`src/rtl/ro_pkg.sv`:
```
// Shared state encoding, defaults and config record for the ring-oscillator sweep controller.
package ro_pkg;

    localparam int RO_CNT_W      = 16;
    localparam int RO_GATE_W     = 16;
    localparam int RO_SETTLE_CYC = 8;
    localparam int RO_SLOT_W     = 4;
    localparam int RO_STAGE_W    = 5;

    typedef enum logic [2:0] {
        ST_IDLE    = 3'd0,
        ST_SETTLE  = 3'd1,
        ST_MEASURE = 3'd2,
        ST_REPORT  = 3'd3,
        ST_DONE    = 3'd4
    } ro_state_t;

    // Sweep parameters captured at start; the first slot is loaded straight into the slot register.
    typedef struct packed {
        logic [RO_SLOT_W-1:0]  slot_hi;
        logic [RO_STAGE_W-1:0] stage;
    } sweep_cfg_t;

    // Slot numbers wrap through 15 back to 0.
    function automatic logic [RO_SLOT_W-1:0] next_slot(input logic [RO_SLOT_W-1:0] slot);
        return slot + 1'b1;
    endfunction

endpackage

```
`src/rtl/ro_edge_sync.sv`:
```
// Two-flop synchronizer plus rising-edge detector for the asynchronous ring output; pulse lags the input by 2-3 cycles.
// No backpressure: one single-cycle pulse per synchronized rising edge.
module ro_edge_sync (
    input  logic clk,
    input  logic rst_n,
    input  logic async_sig,
    output logic rise
);

    logic meta;
    logic sync;
    logic sync_d;

    always_ff @(posedge clk) begin
        if (!rst_n) begin
            meta   <= 1'b0;
            sync   <= 1'b0;
            sync_d <= 1'b0;
        end else begin
            meta   <= async_sig;
            sync   <= meta;
            sync_d <= sync;
        end
    end

    assign rise = sync & ~sync_d;

endmodule

```
`src/rtl/ro_sweep_ctrl.sv`:
```
// Sweeps ring-oscillator slots lo..hi: settle, count edges over a gate window, report each count; SETTLE_CYC+gate+1 cycles per slot minimum.
// Backpressure: each result is held in REPORT, oscillator stopped, until res_ready_i accepts it; abort_i drops straight to IDLE.
module ro_sweep_ctrl
    import ro_pkg::*;
#(
    parameter int CNT_W      = RO_CNT_W,
    parameter int GATE_W     = RO_GATE_W,
    parameter int SETTLE_CYC = RO_SETTLE_CYC
) (
    input  logic              wb_clk_i,
    input  logic              wb_rst_n_i,
    input  logic              sweep_start_i,
    input  logic              abort_i,
    input  logic [3:0]        slot_lo_i,
    input  logic [3:0]        slot_hi_i,
    input  logic [4:0]        stage_sel_i,
    input  logic [GATE_W-1:0] gate_len_i,
    input  logic              ro_sig_i,
    output logic [3:0]        ro_sel_o,
    output logic [4:0]        ro_stage_o,
    output logic              ro_start_o,
    output logic              res_valid_o,
    output logic [3:0]        res_slot_o,
    output logic [CNT_W-1:0]  res_count_o,
    output logic              res_ovf_o,
    input  logic              res_ready_i,
    output logic              busy_o,
    output logic              done_o
);

    localparam int SET_W = $clog2(SETTLE_CYC + 1);
    localparam int TMR_W = (GATE_W > SET_W) ? GATE_W : SET_W;
    localparam logic [TMR_W-1:0] SETTLE_LAST = TMR_W'(SETTLE_CYC - 1);

    ro_state_t         state;
    ro_state_t         state_nxt;
    sweep_cfg_t        cfg;
    logic [3:0]        slot;
    logic [GATE_W-1:0] gate;
    logic [TMR_W-1:0]  tmr;
    logic [CNT_W-1:0]  cnt;
    logic              ovf;
    logic              sig_rise;

    logic start_ok;
    logic abort_act;
    logic settle_end;
    logic gate_end;
    logic last_slot;
    logic timed_state;

    ro_edge_sync u_edge_sync (
        .clk       (wb_clk_i),
        .rst_n     (wb_rst_n_i),
        .async_sig (ro_sig_i),
        .rise      (sig_rise)
    );

    assign abort_act   = abort_i && (state != ST_IDLE);
    assign start_ok    = (state == ST_IDLE) && sweep_start_i && !abort_i;
    assign settle_end  = (tmr == SETTLE_LAST);
    assign gate_end    = (tmr == TMR_W'(gate - 1'b1));
    assign last_slot   = (slot == cfg.slot_hi);
    assign timed_state = (state == ST_SETTLE) || (state == ST_MEASURE);

    always_ff @(posedge wb_clk_i) begin
        if (!wb_rst_n_i) begin
            state <= ST_IDLE;
        end else begin
            state <= state_nxt;
        end
    end

    always_comb begin
        state_nxt = state;
        case (state)
            ST_IDLE: begin
                if (start_ok) begin
                    state_nxt = ST_SETTLE;
                end
            end
            ST_SETTLE: begin
                if (settle_end) begin
                    state_nxt = ST_MEASURE;
                end
            end
            ST_MEASURE: begin
                if (gate_end) begin
                    state_nxt = ST_REPORT;
                end
            end
            ST_REPORT: begin
                if (res_ready_i) begin
                    state_nxt = last_slot ? ST_DONE : ST_SETTLE;
                end
            end
            ST_DONE: begin
                state_nxt = ST_IDLE;
            end
            default: begin
                state_nxt = ST_IDLE;
            end
        endcase
        // Abort wins over every pending transition, including a REPORT handshake.
        if (abort_act) begin
            state_nxt = ST_IDLE;
        end
    end

    always_comb begin
        ro_start_o  = 1'b0;
        res_valid_o = 1'b0;
        busy_o      = 1'b1;
        done_o      = 1'b0;
        case (state)
            ST_IDLE:    busy_o      = 1'b0;
            ST_SETTLE:  ro_start_o  = 1'b0;
            ST_MEASURE: ro_start_o  = 1'b1;
            ST_REPORT:  res_valid_o = 1'b1;
            ST_DONE:    done_o      = 1'b1;
            default:    busy_o      = 1'b0;
        endcase
    end

    always_ff @(posedge wb_clk_i) begin
        if (!wb_rst_n_i) begin
            cfg  <= '0;
            slot <= '0;
            gate <= '0;
            tmr  <= '0;
            cnt  <= '0;
            ovf  <= 1'b0;
        end else begin
            if (!timed_state || (state_nxt != state)) begin
                tmr <= '0;
            end else begin
                tmr <= tmr + 1'b1;
            end

            if (start_ok) begin
                cfg.slot_hi <= slot_hi_i;
                cfg.stage   <= stage_sel_i;
                slot        <= slot_lo_i;
                gate        <= (gate_len_i == '0) ? GATE_W'(1) : gate_len_i;
            end else if ((state == ST_REPORT) && (state_nxt == ST_SETTLE)) begin
                slot <= next_slot(slot);
            end

            // Counter holds its value through REPORT so the result needs no extra register.
            if ((state != ST_MEASURE) && (state_nxt == ST_MEASURE)) begin
                cnt <= '0;
                ovf <= 1'b0;
            end else if ((state == ST_MEASURE) && sig_rise) begin
                if (cnt == '1) begin
                    ovf <= 1'b1;
                end else begin
                    cnt <= cnt + 1'b1;
                end
            end
        end
    end

    assign ro_sel_o    = slot;
    assign ro_stage_o  = cfg.stage;
    assign res_slot_o  = slot;
    assign res_count_o = cnt;
    assign res_ovf_o   = ovf;

endmodule

```
`config.mk`:
```
export PLATFORM = sky130hd
export DESIGN_NAME = ro_sweep_ctrl
export DESIGN_NICKNAME = d
export VERILOG_FILES = /design/src/rtl/ro_pkg.sv /design/src/rtl/ro_edge_sync.sv /design/src/rtl/ro_sweep_ctrl.sv
export SDC_FILE = /design/constraint.sdc
export NUM_CORES = 1
export LEC_CHECK = 0
export BUFFER_PORTS_ARGS = -buffer_cell sky130_fd_sc_hd__buf_2
export CORE_UTILIZATION = 50
export DETAILED_ROUTE_END_ITERATION = 6
export PLACE_DENSITY = 0.76
export SYNTH_ARGS = -nofsm -noshare
export SYNTH_HDL_FRONTEND = slang
export SYNTH_SLANG_ARGS = --single-unit
```
`constraint.sdc`:
```
create_clock -name wb_clk_i -period 2.7 [get_ports wb_clk_i]
set_clock_uncertainty 0.05 [all_clocks]
set_input_delay 0.27 -clock wb_clk_i [delete_from_list [all_inputs] [get_ports wb_clk_i]]
set_output_delay 0.27 -clock wb_clk_i [all_outputs]
set_load 0.02 [all_outputs]
```
# Word-level counts from Yosys, hierarchy flattened

Index checks and enable logic that the tools add are counted.
Widths: inputs -> output; s select.

Flip-flop bits (word level): 68
Output and inout bits: 34
Word-level logic and storage cells: 64

Add/subtract/negate cells: 4
Equality and inequality tests: 12
Mux-type cells: 14
Bitwise logic cells: 4
Reduce and logical (&&, ||, !) cells: 19

Operators with widths:

| kind                  | number |
|---|---|
| $add 16x1->16 const B | 2 |
| $mux 3                | 6 |
| $eq 16x16->1          | 1 |
| $eq 16x16->1 const B  | 1 |
| $eq 16x3->1 const B   | 1 |
| $logic_not 16->1      | 1 |
| $mux 16               | 1 |
| $sub 16x1->16 const B | 1 |
| $pmux 3 s4            | 1 |
| $eq 3x2->1 const B    | 3 |
| $mux 4                | 2 |
| $eq 3x1->1 const B    | 2 |
| $logic_and 1x1->1     | 6 |
| $add 4x1->4 const B   | 1 |
| $eq 4x4->1            | 1 |
| $mux 1                | 4 |
| $reduce_and 2->1      | 2 |
| $reduce_or 2->1       | 2 |
| $reduce_or 4->1       | 1 |
| $eq 3x3->1 const B    | 1 |
| $logic_not 3->1       | 1 |
| $ne 3x2->1 const B    | 1 |
| $ne 3x3->1            | 1 |
| $not 1->1             | 3 |
| 5 further kinds       | 7 |

# Depth between registers and ports, before layout

Gate-level depths: netlist of run 1.

Word-level depth: 10
Mapped depth: 9
Depth with buffers taken out: 8

# By module

A second synthesis of run 1 with hierarchy kept.

Cell total of the unflattened synthesis: 428
Area, all modules: 3594.7 sq um

Modules (own cells, without submodules):

| module        | times used | cells an instance | area each (sq um) | sequential area each (sq um) |
|---|---|---|---|---|
| ro_sweep_ctrl | 1          | 421               | 3502.1            | 1301.2 |
| ro_edge_sync  | 1          | 7                 | 92.6              | 60.1 |

# Worst setup path before layout of run 1

Ideal clock, no wire load.

Kind: register to register
Start point: register gate[0]
End point: register tmr[10]
Arrival time: 2.705 ns
Data required time: 2.520 ns
Slack: -0.185 ns
Cell stages (with the launch flop): 10
Path buffers: 1
Clock period less this slack: 2.885 ns
Path through: dfxtp_1 inv_1 ha_1 or4b_2 or4b_1 a211oi_1 o21ai_1 nor4_4 buf_6 nor3_1

Longest elaborated chain between the ends: 8

RTL lines:

| item                      | RTL line             | text |
|---|---|---|
| start, declared           | ro_sweep_ctrl.sv:39  | `logic [GATE_W-1:0] gate;` |
| start signal, assigned    | ro_sweep_ctrl.sv:144 | `gate <= (gate_len_i == '0) ? GATE_W'(1) : gate_len_i;` |
| $sub 16x1->16             | ro_sweep_ctrl.sv:62  | `assign gate_end = (tmr == TMR_W'(gate - 1'b1));` |
| $eq 16x16->1              | ro_sweep_ctrl.sv:62  |  |
| $mux 3                    | ro_sweep_ctrl.sv:88  | `if (gate_end) begin` |
| $pmux 3 s4                | ro_sweep_ctrl.sv:76  | `case (state)` |
| $mux 3                    | ro_sweep_ctrl.sv:105 | `if (abort_act) begin` |
| $ne 3x3->1                | ro_sweep_ctrl.sv:134 | `if (!timed_state \|\| (state_nxt != state)) begin` |
| $logic_or 1x1->1          | ro_sweep_ctrl.sv:134 |  |
| $reduce_or 2->1 (no line) | n/a                  |  |
| end signal, assigned      | ro_sweep_ctrl.sv:137 | `tmr <= tmr + 1'b1;` |
| end, declared             | ro_sweep_ctrl.sv:40  | `logic [TMR_W-1:0] tmr;` |

No other way between the ends.
A chain may end at the register's enable or synchronous reset.

# Final worst setup path of run 1

Start point: register gate[12]
End point: register tmr[8]

The elaborated chain is that of the path after synthesis.

==> results of run 1 <==
==> cell usage in the layout (no fill, tap or decap), types with 9 or more instances in the layout <==
cell type,synthesis,layout
nor4_1,10,10
dfxtp_1,68,66
nor3_1,23,22
nand3_1,16,16
nand2_1,68,68
o21ai_0,16,16
xor2_1,21,21
buf_2,0,68
a21oi_1,33,33
nand4_1,9,9
buf_4,9,14
clkbuf_8,0,9
nor2_1,34,34
xnor2_1,28,28
and2_1,9,9
==> report_power, final <==
| group | internal (µW) | total [µW] | switching, µW | leakage [µW] |
|---|---|---|---|---|
| clock network | 427 | 820 | 394 | 0.0000927 |
| logic | 130 | 293 | 163 | 0.000991 |
| registers | 1030 | 1050 | 24.0 | 0.000553 |
| total | 1580 | 2170 | 581 | 0.00164 |
==> worst max-delay path: cells and delay by family, from the launching register on <==
family	cells	cell delay [ps]
compound gates	1	420
buf+inv	1	180
flops	1	320
simple gates	5	1560
==> per-stage QoR <==
stage	cells	total power (µW)
2_1_floorplan	438	1270
3_5_place_dp	589	1360
5_1_grt	605	2260
3_3_place_gp	589	1350
4_1_cts	605	2180
6_report	605	2170
==> per-layer routing <==
| layer | track usage | up-vias | share of wire |
|---|---|---|---|
| met5 | 0 | - | 0 |
| met4 | 0.109 | 0 | 0.021 |
| met3 | 0.0423 | 15 | 0.041 |
| met2 | 0.386 | 85 | 0.49 |
| met1 | 0.296 | 1516 | 0.44 |
| li1 | - | 1660 | - |
==> final timing paths <==
kind | depth (start not counted) | endpoint | slack, ps
worst max-delay path | 7 | tmr[8]$_SDFF_PP0_ | 40
worst min-delay path | 2 | u_edge_sync.meta$_SDFF_PN0_ | 90
worst max register to register | 7 | tmr[8]$_SDFF_PP0_ | 40
worst min register to register | 1 | u_edge_sync.sync$_SDFF_PN0_ | 400
==> cell families (layout without fill, tap and decap cells) <==
logic type               after synthesis  count (layout)  synth area share
flip-flops                            68              68             0.387
multiplexers                           3               3           0.00889
XOR/XNOR                              49              49             0.122
buffers and inverters                 37             108            0.0512
adder cells (fa/ha/maj)                4               4            0.0142
AND/OR/NAND/NOR                      200             200             0.284
AO/OA/AOI/OAI                         77              77             0.133
==> registers in the layout, indices dropped and copies added (netlist names), 3 cells and up <==
name / flops
cfg: 4
gate: 16
res_count_o: 16
res_slot_o: 4
ro_stage_o: 5
state: 3
tmr: 16
==> synthesized netlist by cell type, drive strengths merged, types with 8 or more instances <==
| cell | instances |
|---|---|
| a21oi | 33 |
| and2 | 9 |
| buf | 11 |
| clkbuf | 18 |
| dfxtp | 68 |
| inv | 8 |
| nand2 | 68 |
| nand3 | 16 |
| nand4 | 9 |
| nor2 | 34 |
| nor3 | 23 |
| nor4 | 11 |
| o21ai | 18 |
| or3 | 9 |
| xnor2 | 28 |
| xor2 | 21 |
==> repair_timing <==
item | in CTS | in global routing
endpoints found under the hold margin | 0 | 0
gates resized for setup | 0 | 6
endpoints found under the setup margin | 0 | 16
hold buffers | 0 | 0
==> final cells by class <==
type	instances	area share
Multi-Input combinational cell	333	0.479
Sequential cell	68	0.327
Timing Repair Buffer	84	0.112
Clock buffer	10	0.0306
Tap cell	96	0.0288
Clock inverter	6	0.0153
Inverter	8	0.00719
==> flow_summary.json, run 1 <==
{
  "status": "finished, final reports clean",
  "grt_pass1_vias": 2997,
  "max_freq_ghz": 0.376,
  "dr.pass1.iters": 4,
  "synth.distinct_cells": 53,
  "multi_input_area_um2": 2000,
  "holdWs_ps": 86.4,
  "post-cts-setup-buffer-count": 0,
  "setup_tns_ps": 0,
  "dp.final_hpwl_um": 5940,
  "ir_drop_uv": 372,
  "port_buffers": 68,
  "crit_fanout": 8,
  "cts_sinks": 68,
  "seqCellArea_um2": 1360,
  "drive_gt1_frac": 0.224,
  "grt_start_max_net_pins": 33,
  "syn_to_final_growth_pct": 18.6,
  "max_stage_delay_ps": 530,
  "synthesis.area_um2": 3520,
  "via_per_inst": 5.41,
  "powerDensity_nw_per_um2": 519,
  "cts_tree": "done",
  "synth_top_flop_cell": "dfxtp_1",
  "grt-ovfl-total": 0,
  "max_cap_viol_count": 0,
  "ys_ff_latch": 68,
  "clkTransAtPathRegs_ps": 70,
  "crit_chain": "or4_4 > or3_1 > or3_1 > a2111o_1 > nor4_4 > buf_6 > nor3_1",
  "ys_warn_count": 0,
  "cp-end-kind": "register",
  "num_rows": 30,
  "report.final.slew_viol_count": 0,
  "die_w_um": 85.9,
  "rsz0062_at_grt": "true",
  "arrival_ps": 2820,
  "gp_congestion": 0.930,
  "fin_nets": 543,
  "min-delay-start": "ro_sig_i",
  "n_antenna_cell": 0,
  "clock_latency_ps": 350,
  "drtIter0Drc": 155,
  "root_buffer": "clkbuf_8",
  "placed_area_um2": 3960,
  "slowest_stage": "or4_4",
  "ios": 69,
  "reg2reg_from": "gate[12]$_SDFFE_PN0P_",
  "crit_type": "reg2reg",
  "postSynthCellCount": 438,
  "fillers": 635,
  "cts_made_buffers": 9,
  "setup_viol": 0,
  "drt_wl_total_um": 8020,
  "clock_path_buffers": 2,
  "cp.required_ps": 2860,
  "worstSetupStartpointType": "register",
  "grt_pass1_wl_um": 13800,
  "postLayoutCellArea_um2": 4170,
  "post-route-period-util": 0.986,
  "start_util": 0.518,
  "tightest_slew_ps": 605,
  "antenna_found_initial": 0,
  "dpl_worst_slack_ps": 19.0,
  "netlist_top_cells_area": "dfxtp_1 (39%), nand2_1 (7.3%), xnor2_1 (7.0%)",
  "syn_nets": 477,
  "vias": 3276,
  "max_slew_margin": 0.597,
  "die_y_um": 85.9,
  "hold_path.class": "in2reg",
  "avgSynthCellArea_um2": 8.03,
  "fp.coreArea_um2": 6790,
  "h-tree-depth": 3,
  "synth_edf_count": 0,
  "grtUsageTotal": 0.234,
  "fin_crit_ps": 2660,
  "final_core_util": 0.614,
  "routedWlPerCell_um": 13.3,
  "synthArstFlopShare": 0,
  "cp_common_cell": "or3_1",
  "synth_largest_area_cell": "dfxtp_1",
  "synth_top_area_share": 0.387,
  "dieArea_um2": 7380,
  "leakagePower_uw": 0.00164,
  "setup_ws_ps": 37.2,
  "synth_seq_area_share": 0.387,
  "detail-route-antenna-nets": 0,
  "drc": 0,
  "final-hold-violation-count": 0,
  "startpoint": "gate[12]$_SDFFE_PN0P_"
}
(Power assumes the default switching activity.)
==> inputs of run 2 (changes only) <==
CAP_MARGIN = 40   (was default)
CELL_PAD_IN_SITES_DETAIL_PLACEMENT = 1   (was default)
CELL_PAD_IN_SITES_GLOBAL_PLACEMENT = 1   (was default)
CORE_UTILIZATION = 36   (was 50)
PLACE_DENSITY = default   (was 0.76)
PLACE_DENSITY_LB_ADDON = 0.1   (was default)
==> flow_summary.json, run 2 (same netlist as run 1, synthesis figures left out) <==
{
  "status": "finished, final reports clean",
  "cts_resized": 0,
  "max_stage_delay_ps": 530,
  "final_cell_mix": "nand2_1 (68), buf_2 (68), dfxtp_1 (66), nor2_1 (34), a21oi_1 (33)",
  "drt_wl_total_um": 9430,
  "root_buffer": "clkbuf_8",
  "wl_met2_um": 4340,
  "dieArea_um2": 10200,
  "arrival_ps": 2810,
  "dr_wl_met3_um": 241,
  "startpoint": "gate[12]$_SDFFE_PN0P_",
  "wl_met1_um": 4700,
  "cp.required_ps": 2860,
  "leakagePower_uw": 0.00168,
  "drtIter0Drc": 86,
  "hold_buffers": 0,
  "highest_layer": "met4",
  "final_core_util": 0.455,
  "routedWlPerCell_um": 14.7,
  "die_y_um": 101,
  "gp_congestion": 0.800,
  "slowest_stage": "or4_4",
  "cp_common_cell": "or3_1",
  "h-tree-depth": 3,
  "cpLargestDelayFamily": "simple AND/OR/NAND/NOR gates",
  "cts_tree": "done",
  "setup_viol": 0,
  "clkTransAtPathRegs_ps": 80,
  "grt_start_max_net_pins": 33,
  "dp.final_hpwl_um": 7190,
  "syn_to_final_growth_pct": 21.2,
  "n_antenna_cell": 0,
  "drc": 0,
  "clock_path_buffers": 2,
  "cp-end-kind": "register",
  "placed_area_um2": 4050,
  "max_freq_ghz": 0.377,
  "via_per_inst": 5.12,
  "final-hold-violation-count": 0,
  "max_slew_margin": 0.622,
  "post-route-period-util": 0.982,
  "grtUsageTotal": 0.200,
  "cts_sinks": 68,
  "num_rows": 35,
  "fin_nets": 548,
  "ios": 69,
  "max_cap_viol_count": 0,
  "postLayoutCellArea_um2": 4260,
  "grt_pass1_vias": 3308,
  "drive_gt1_frac": 0.226,
  "grt-ovfl-total": 0,
  "reg2reg_from": "gate[12]$_SDFFE_PN0P_",
  "rsz0062_at_grt": "true",
  "fp.coreArea_um2": 9370,
  "vias": 3290,
  "crit_fanout": 16,
  "crit_buf_inv": 1,
  "min-delay-start": "ro_sig_i",
  "powerDensity_nw_per_um2": 534,
  "grt_pass1_wl_um": 16000,
  "fillers": 1222,
  "post-cts-setup-buffer-count": 0,
  "tightest_slew_ps": 564,
  "worstSetupStartpointType": "register",
  "die_w_um": 101,
  "fin_crit_ps": 2650,
  "clock_latency_ps": 350,
  "report.final.slew_viol_count": 0,
  "crit_type": "reg2reg",
  "port_buffers": 68,
  "cts_made_buffers": 9,
  "detail-route-antenna-nets": 0,
  "crit_chain": "or4_4 > or3_1 > or3_1 > a2111o_1 > nor4_4 > buf_12 > nor3_1",
  "start_util": 0.375,
  "ir_drop_uv": 216,
  "hold_path.class": "in2reg",
  "dr.pass1.iters": 4,
  "antenna_found_initial": 0
}
## run 2: cell types whose count changed in the layout (fill, tap and decap cells not counted), sizes merged
| cell | delta |
|---|---|
| clkinv | +2 |
| clkinvlp | -1 |
| clkbuf | -1 |
| inv | -1 |
| buf | +5 |
| bufinv | +1 |
## run 2: layout make-up
class | instances | area [µm²] | share of cell area
inverters | 8 | 30.0 | 0.00704
well taps | 129 | 161 | 0.0379
multi-input cells | 333 | 1980 | 0.465
repair buffers | 89 | 510 | 0.120
clock inverters | 7 | 91.3 | 0.0214
flip-flops and latches | 68 | 1360 | 0.320
clock buffers | 9 | 124 | 0.0290
## run 2: layer usage
layer / GRT usage / up-vias
met5: 0 / -
met1: 0.267 / 1553
met2: 0.325 / 54
li1: - / 1672
met4: 0.0825 / 0
met3: 0.0264 / 11
## run 2: final timing paths
kind	end	slack [ps]	cells after the start
worst max-delay path	tmr[3]$_SDFF_PP0_	50	7
worst min-delay path	u_edge_sync.meta$_SDFF_PN0_	90	2
worst max register to register	tmr[3]$_SDFF_PP0_	50	7
worst min register to register	u_edge_sync.sync$_SDFF_PN0_	400	1
## run 2: power by group
group / internal [µW] / switching [µW]
sequential: 1030 / 25.3
combinational: 133 / 168
clock: 517 / 407
## run 2: per-stage QoR
step                hold WS, ps  instances  TNS, ps  power, µW  worst slack (ps)
floorplan                   339        438    -86.0       1270             -11.2
finish                     93.6        643        0       2280              48.0
global route               88.5        643     -649       2380             -55.1
detailed placement          377        627        0       1380              13.2
global placement            380        627        0       1370              44.6
CTS                        78.4        643        0       2310              72.5
